File: config.mk
export PLATFORM = sky130hd
export DESIGN_NAME = pwm_fade_sequencer_flat
export DESIGN_NICKNAME = d
export VERILOG_FILES = /design/src/rtl/pwm_fade_sequencer_if.sv /design/src/rtl/pwm_fade_sequencer.sv /design/src/flat_wrapper.sv
export SDC_FILE = /design/constraint.sdc
export NUM_CORES = 1
export LEC_CHECK = 0
export ABC_AREA = 1
export CELL_PAD_IN_SITES_DETAIL_PLACEMENT = 2
export CELL_PAD_IN_SITES_GLOBAL_PLACEMENT = 2
export CORE_ASPECT_RATIO = 0.5
export CORE_UTILIZATION = 31
export DETAILED_ROUTE_END_ITERATION = 10
export GPL_ROUTABILITY_DRIVEN = 0
export PLACE_DENSITY = 0.86
export SETUP_SLACK_MARGIN = 0.02
export SLEW_MARGIN = 20
export SYNTH_ARGS = -nofsm -noshare
export SYNTH_HDL_FRONTEND = slang
export SYNTH_SLANG_ARGS = --single-unit
File: constraint.sdc
create_clock -name clk -period 7 [get_ports clk]
set_input_delay 1.4 -clock clk [delete_from_list [all_inputs] [get_ports clk]]
set_output_delay 1.4 -clock clk [all_outputs]
set_load 0.02 [all_outputs]
File: src/rtl/pwm_fade_sequencer_if.sv
`default_nettype none
// +----------------------------------------------------------------------------+
// | Module  : pwm_fade_sequencer_if                                            |
// | Brief   : Command handshake bundle between a fade requester and sequencer. |
// | Rev     : 1.0  initial release                                             |
// +----------------------------------------------------------------------------+
interface pwm_fade_sequencer_if;
  logic        cmd_valid;
  logic        cmd_ready;
  logic [7:0]  cmd_target;
  logic [3:0]  cmd_step;
  logic [7:0]  cmd_hold;
  logic [15:0] cmd_out_en;
  logic [15:0] cmd_pwm_en;
  logic        abort;

  modport master (
    output cmd_valid, cmd_target, cmd_step, cmd_hold, cmd_out_en, cmd_pwm_en, abort,
    input  cmd_ready
  );

  modport slave (
    input  cmd_valid, cmd_target, cmd_step, cmd_hold, cmd_out_en, cmd_pwm_en, abort,
    output cmd_ready
  );
endinterface
`default_nettype wire

File: src/rtl/pwm_fade_sequencer.sv
`default_nettype none
// +----------------------------------------------------------------------------+
// | Module  : pwm_fade_sequencer                                               |
// | Brief   : Loads PWM channel enables and ramps the shared duty byte toward  |
// |           a target in prescaled steps. Define PWM_FADE_GAMMA_EN to apply a |
// |           squared gamma curve to the duty presented to pwm_peripheral.     |
// | Rev     : 1.0  initial release                                             |
// +----------------------------------------------------------------------------+
module pwm_fade_sequencer #(
  parameter int TICK_DIV = 3334
) (
  input  logic                       clk,
  input  logic                       rst,
  pwm_fade_sequencer_if.slave        cmd,
  output logic [7:0]                 en_reg_out_7_0,
  output logic [7:0]                 en_reg_out_15_8,
  output logic [7:0]                 en_reg_pwm_7_0,
  output logic [7:0]                 en_reg_pwm_15_8,
  output logic [7:0]                 pwm_duty_cycle,
  output logic                       busy,
  output logic                       done
);

  localparam logic [11:0] PRESC_LAST = 12'(TICK_DIV - 1);

  typedef enum logic [1:0] {
    S_IDLE = 2'd0,
    S_RAMP = 2'd1,
    S_DONE = 2'd2
  } state_t;

  state_t      state;
  logic [7:0]  duty;
  logic [7:0]  target;
  logic [3:0]  step;
  logic [7:0]  hold;
  logic [7:0]  hold_cnt;
  logic [11:0] presc;
  logic        ready;

  logic        tick;
  logic [8:0]  up_sum;
  logic [8:0]  dn_diff;
  logic [7:0]  duty_next;

  assign tick          = (presc == PRESC_LAST);
  assign cmd.cmd_ready = ready;

  // Nine-bit sums let the clamp catch both overshoot and wrap below zero.
  always_comb begin
    up_sum    = {1'b0, duty} + {5'd0, step};
    dn_diff   = {1'b0, duty} - {5'd0, step};
    duty_next = target;
    if (duty < target) begin
      if (up_sum < {1'b0, target}) begin
        duty_next = up_sum[7:0];
      end
    end else if (!dn_diff[8] && (dn_diff[7:0] > target)) begin
      duty_next = dn_diff[7:0];
    end
  end

  always_ff @(posedge clk) begin
    if (rst) begin
      state           <= S_IDLE;
      duty            <= 8'd0;
      target          <= 8'd0;
      step            <= 4'd1;
      hold            <= 8'd0;
      hold_cnt        <= 8'd0;
      presc           <= 12'd0;
      en_reg_out_7_0  <= 8'd0;
      en_reg_out_15_8 <= 8'd0;
      en_reg_pwm_7_0  <= 8'd0;
      en_reg_pwm_15_8 <= 8'd0;
      busy            <= 1'b0;
      done            <= 1'b0;
      ready           <= 1'b1;
    end else begin
      done <= 1'b0;
      case (state)
        S_IDLE: begin
          if (cmd.cmd_valid) begin
            target          <= cmd.cmd_target;
            step            <= (cmd.cmd_step == 4'd0) ? 4'd1 : cmd.cmd_step;
            hold            <= cmd.cmd_hold;
            en_reg_out_7_0  <= cmd.cmd_out_en[7:0];
            en_reg_out_15_8 <= cmd.cmd_out_en[15:8];
            en_reg_pwm_7_0  <= cmd.cmd_pwm_en[7:0];
            en_reg_pwm_15_8 <= cmd.cmd_pwm_en[15:8];
            presc           <= 12'd0;
            hold_cnt        <= 8'd0;
            busy            <= 1'b1;
            ready           <= 1'b0;
            state           <= S_RAMP;
          end
        end
        S_RAMP: begin
          if (cmd.abort) begin
            busy  <= 1'b0;
            ready <= 1'b1;
            state <= S_IDLE;
          end else if (duty == target) begin
            busy  <= 1'b0;
            done  <= 1'b1;
            state <= S_DONE;
          end else if (tick) begin
            presc <= 12'd0;
            if (hold_cnt == hold) begin
              duty     <= duty_next;
              hold_cnt <= 8'd0;
            end else begin
              hold_cnt <= hold_cnt + 8'd1;
            end
          end else begin
            presc <= presc + 12'd1;
          end
        end
        S_DONE: begin
          ready <= 1'b1;
          state <= S_IDLE;
        end
        default: begin
          busy  <= 1'b0;
          ready <= 1'b1;
          state <= S_IDLE;
        end
      endcase
    end
  end

`ifdef PWM_FADE_GAMMA_EN
  logic [15:0] d_plus1;
  logic [15:0] gamma_sq;

  // The 16-bit product wraps to zero at d=255 so the minus-one lands on 0xFFFF.
  always_comb begin
    d_plus1  = {8'd0, duty} + 16'd1;
    gamma_sq = (d_plus1 * d_plus1) - 16'd1;
  end

  assign pwm_duty_cycle = gamma_sq[15:8];
`else
  assign pwm_duty_cycle = duty;
`endif

endmodule
`default_nettype wire

File: src/flat_wrapper.sv
// flat-port wrapper written by rule: the top's interface ports become plain ports
module pwm_fade_sequencer_flat 
#(
  parameter int TICK_DIV = 3334
)
  (clk, rst, en_reg_out_7_0, en_reg_out_15_8, en_reg_pwm_7_0, en_reg_pwm_15_8, pwm_duty_cycle, busy, done, cmd_cmd_valid, cmd_cmd_target, cmd_cmd_step, cmd_cmd_hold, cmd_cmd_out_en, cmd_cmd_pwm_en, cmd_abort, cmd_cmd_ready);
  pwm_fade_sequencer_if cmd_i ();
  input  logic clk;
  input  logic rst;
  output logic [7:0] en_reg_out_7_0;
  output logic [7:0] en_reg_out_15_8;
  output logic [7:0] en_reg_pwm_7_0;
  output logic [7:0] en_reg_pwm_15_8;
  output logic [7:0] pwm_duty_cycle;
  output logic busy;
  output logic done;
  input wire logic [$bits(cmd_i.cmd_valid)-1:0] cmd_cmd_valid;
  input wire logic [$bits(cmd_i.cmd_target)-1:0] cmd_cmd_target;
  input wire logic [$bits(cmd_i.cmd_step)-1:0] cmd_cmd_step;
  input wire logic [$bits(cmd_i.cmd_hold)-1:0] cmd_cmd_hold;
  input wire logic [$bits(cmd_i.cmd_out_en)-1:0] cmd_cmd_out_en;
  input wire logic [$bits(cmd_i.cmd_pwm_en)-1:0] cmd_cmd_pwm_en;
  input wire logic [$bits(cmd_i.abort)-1:0] cmd_abort;
  output wire logic [$bits(cmd_i.cmd_ready)-1:0] cmd_cmd_ready;
  assign cmd_i.cmd_valid = cmd_cmd_valid;
  assign cmd_i.cmd_target = cmd_cmd_target;
  assign cmd_i.cmd_step = cmd_cmd_step;
  assign cmd_i.cmd_hold = cmd_cmd_hold;
  assign cmd_i.cmd_out_en = cmd_cmd_out_en;
  assign cmd_i.cmd_pwm_en = cmd_cmd_pwm_en;
  assign cmd_i.abort = cmd_abort;
  assign cmd_cmd_ready = cmd_i.cmd_ready;
  pwm_fade_sequencer #(.TICK_DIV(TICK_DIV)) u_core (.clk(clk), .rst(rst), .cmd(cmd_i), .en_reg_out_7_0(en_reg_out_7_0), .en_reg_out_15_8(en_reg_out_15_8), .en_reg_pwm_7_0(en_reg_pwm_7_0), .en_reg_pwm_15_8(en_reg_pwm_15_8), .pwm_duty_cycle(pwm_duty_cycle), .busy(busy), .done(done));
endmodule
==> summary.md <==
| Metric | Value |
|---|---|
| Status | `finished clean` |
| Yosys cell types | `43` |
| Initial antenna violation count | `0` |
| Fin cells | `1028` |
| Rel. slew slack | `0.3092` |
| Pins Over Slew Limit | `0` |
| CP bufs+invs | `3` |
| Drt initial violations | `227` |
| DP Wirelength | `13110 µm` |
| Final ANT Viol Nets | `0` |
| H-Tree Depth | `3` |
| Fraction of layout cells with a size suffix above 1 | `0.07282` |
| Largest family of logic cells by synthesized area | `simple AND/OR/NAND/NOR gates` |
| Worst reg2reg startpoint | `u_core.pwm_duty_cycle[3]` |
| Hold Crit Start | `u_core.step[2]` |
| Overall routing resource usage | `0.2365` |
| Ys Warns | `0` |
| Slowest cell on crit path | `dfxtp_1` |
| Routed length per instance | `18.54 µm` |
| Post-cts gate resize count | `0` |
| Cell row count | `32` |
| Maximum vdd ir drop | `104.3 µV` |
| Power Density | `214.0 nW/µm²` |
| Max cap viols | `0` |
| Most common cell after layout, fill and taps aside | `nand2_1` |
| Post-Place Cells | `1012` |
| Final instance area | `6479 µm²` |
| Most used cell, CP | `nand2_1` |
| Starting Density | `0.3212` |
| Clock Tree Root | `clkbuf_16` |
| Chip Height | `91.95 µm` |
| Synth Area in Compound Gates | `0.1172` |
| Crit path max fanout | `8` |
| Clock buffer depth | `2` |
| CP Launch Type | `flop` |
| Synthesized net count | `823` |
| Layout area overhead | `29.16%` |
| Routed WL | `19060 µm` |
| Total power | `1.387 mW` |
| GRT overflow | `0` |
| Worst path cell trace | `ha_1, inv_1, nand2_1, nor2_1, nand3_1, nand2_1, nand2_1, nand2_1, inv_1, ha_1, nand2_1, nand2_1, a31oi_1, nand3_1, nand2_1, nand3_1, nand3_1, nand2_1, inv_1` |
| R2R depth | `19` |
| Setup Crit Path Kind | `reg2reg` |
| I/O Pins | `99` |
| Setup Buffers After CTS | `0` |
| Crit path required time | `7.29 ns` |
| Slew @ Worst Pin | `1.030 ns` |
| Worst setup EP type | `flop` |
| WP depth | `19` |
| Reg2reg end | `u_core.pwm_duty_cycle[7]` |
| Die width | `181.9 µm` |
| Register bit count reported by yosys | `85` |
| Final setup TNS | `0 ns` |
| Post-Syn Area | `5016 µm²` |
| Final Hold Viols | `0` |
| Worst R2R Setup Slack | `3.65 ns` |
| Fin crit period | `3.346 ns` |
| First-pass GRT wire length | `30780 µm` |
| Delay-heaviest family, CP | `simple AND/OR/NAND/NOR gates` |
| Routed vias/inst | `5.088` |
| Worst-Skew Late Latency | `0.35 ns` |
| Core area | `15620 µm²` |
| # diodes | `0` |
| Hold_buf cts | `0` |
| Number of global-route vias before repair | `5715` |
| Die ar. | `16720 µm²` |
| Post-Synth XOR/XNOR Area | `0.008730` |
| Sequential fraction of the synthesis area | `0.3392` |
| Syn_area_per_cell | `6.862 µm²` |
| Placement Cell Area | `6146 µm²` |
| Most frequent cells in the layout | `nand2_1 (141), nor2_1 (139), clkdlybuf4s50_1 (98)` |
| Beginning of the critical path | `u_core.pwm_duty_cycle[3]` |
| CTS buffer count | `9` |
| Simple-gate area share of the yosys netlist | `0.3495` |
| Synth Area in Adders | `0.09279` |
| Lkg Pwr | `2.870 nW` |
| Syn Inst Count | `731` |
| Hold path cells | `2` |
| Max Fclk | `298.8 MHz` |
| Crit path largest cell delay | `0.44 ns` |
| Clk_skew | `0.008708 ns` |
| DR DRC count | `0` |
| Fin crit share | `0.4780` |
| Via count | `5230` |
| RSZ-0062 raised after global routing | `false` |
| CTS tree | `yes` |
| Detailed Routing Iterations Pass 1 | `4` |
| TritonCTS Sinks | `85` |
| Final core occ | `0.4149` |
| Mux contribution to synthesized area | `0` |
| Min-delay worst type | `reg2reg` |
| Final setup fails | `0` |
| Pin count of the biggest net entering global routing | `72` |
| # nets final | `911` |
| Count of buffers from port buffering | `98` |
| Hold endpoint | `u_core.step[2]` |
| Clk slew on worst S/H paths | `0.06 ns` |
| CP arrival | `3.64 ns` |
## synthesized netlist by cell type, drive strengths merged
cell type / number / area [µm²]
xnor2: 2 / 17.52
o21ai: 68 / 340.3
nand3: 40 / 215.2
o211ai: 1 / 7.510
dfxtp: 85 / 1702
clkbuf: 13 / 48.80
nor3b: 3 / 37.54
o22ai: 1 / 6.260
xor2: 3 / 26.28
nand2: 150 / 623.1
clkinv: 3 / 12.51
fa: 2 / 40.04
a21o: 1 / 7.510
nand4: 17 / 118.9
or2: 3 / 18.77
a31oi: 1 / 6.260
and3: 1 / 6.260
a21oi: 39 / 195.2
a211oi: 2 / 25.02
buf: 10 / 72.56
and2: 1 / 6.260
nor2: 147 / 595.6
ha: 34 / 425.4
nor4: 6 / 43.79
nor3: 10 / 87.58
inv: 88 / 330.3
## metal layers
layer  global-route usage  share of wire  wire length, µm
met5                    0              0                0
met4              0.08543          0.022              410
met3              0.03058          0.022              421
met2               0.4413           0.52             9938
met1               0.2785           0.43             8287
## how the worst max path moves through the flow
| stage | end | slack, ns |
|---|---|---|
| 3_3_place_gp | u_core.hold_cnt[3] | 3.57 |
| 3_5_place_dp | u_core.hold_cnt[3] | 3.46 |
| 4_1_cts | u_core.pwm_duty_cycle[7] | 3.61 |
| 2_1_floorplan | u_core.pwm_duty_cycle[7] | 4.26 |
| 5_1_grt | u_core.pwm_duty_cycle[6] | 3.31 |
| 6_report | u_core.pwm_duty_cycle[7] | 3.65 |
## kinds of logic (layout without fill, tap and decap cells)
kind of cell,after synthesis,after routing
flip-flops,85,85
XOR/XNOR,5,5
buffers and inverters,114,207
AND/OR/NAND/NOR,378,378
adder cells (fa/ha/maj),36,36
AO/OA/AOI/OAI,113,113
## flip-flops by register name, summed over array words and instances, names as in the netlist
| register | count |
|---|---|
| u_core.busy | 1 |
| u_core.cmd.cmd_ready | 1 |
| u_core.done | 1 |
| u_core.en_reg_out_15_8 | 8 |
| u_core.en_reg_out_7_0 | 8 |
| u_core.en_reg_pwm_15_8 | 8 |
| u_core.en_reg_pwm_7_0 | 8 |
| u_core.hold | 8 |
| u_core.hold_cnt | 8 |
| u_core.presc | 12 |
| u_core.pwm_duty_cycle | 8 |
| u_core.state | 2 |
| u_core.step | 4 |
| u_core.target | 8 |
## worst min-delay path, cell delays in order, from the launching register on
cell and delay, ns:
dfxtp_1 0.31, inv_1 0.08, a21oi_1 0.06
## area by class of cell
type / count / area, µm²
clock buffers: 10 / 239.0
clock inverters: 6 / 93.84
fillers: 1814 / 9136
inverters: 91 / 342.8
multi-input cells: 532 / 2850
flip-flops and latches: 85 / 1702
well taps: 204 / 255.2
repair buffers: 100 / 996.0
## metrics by stage
stage | hold slack [ns] | worst slack [ns]
detailed placement | 0.4647 | 3.459
finish | 0.4965 | 3.654
global placement | 0.4566 | 3.568
floorplan | 0.4437 | 4.264
global route | 0.5068 | 3.311
CTS | 0.4927 | 3.613
## report_power, final
| group | total [mW] | switching (mW) | leakage, nW | internal, mW |
|---|---|---|---|---|
| Combinational | 0.313 | 0.191 | 2.01 | 0.122 |
| Clock | 0.540 | 0.214 | 0.160 | 0.326 |
| Sequential | 0.534 | 0.0205 | 0.699 | 0.513 |
Note: power is estimated with default switching activity, not from simulation.
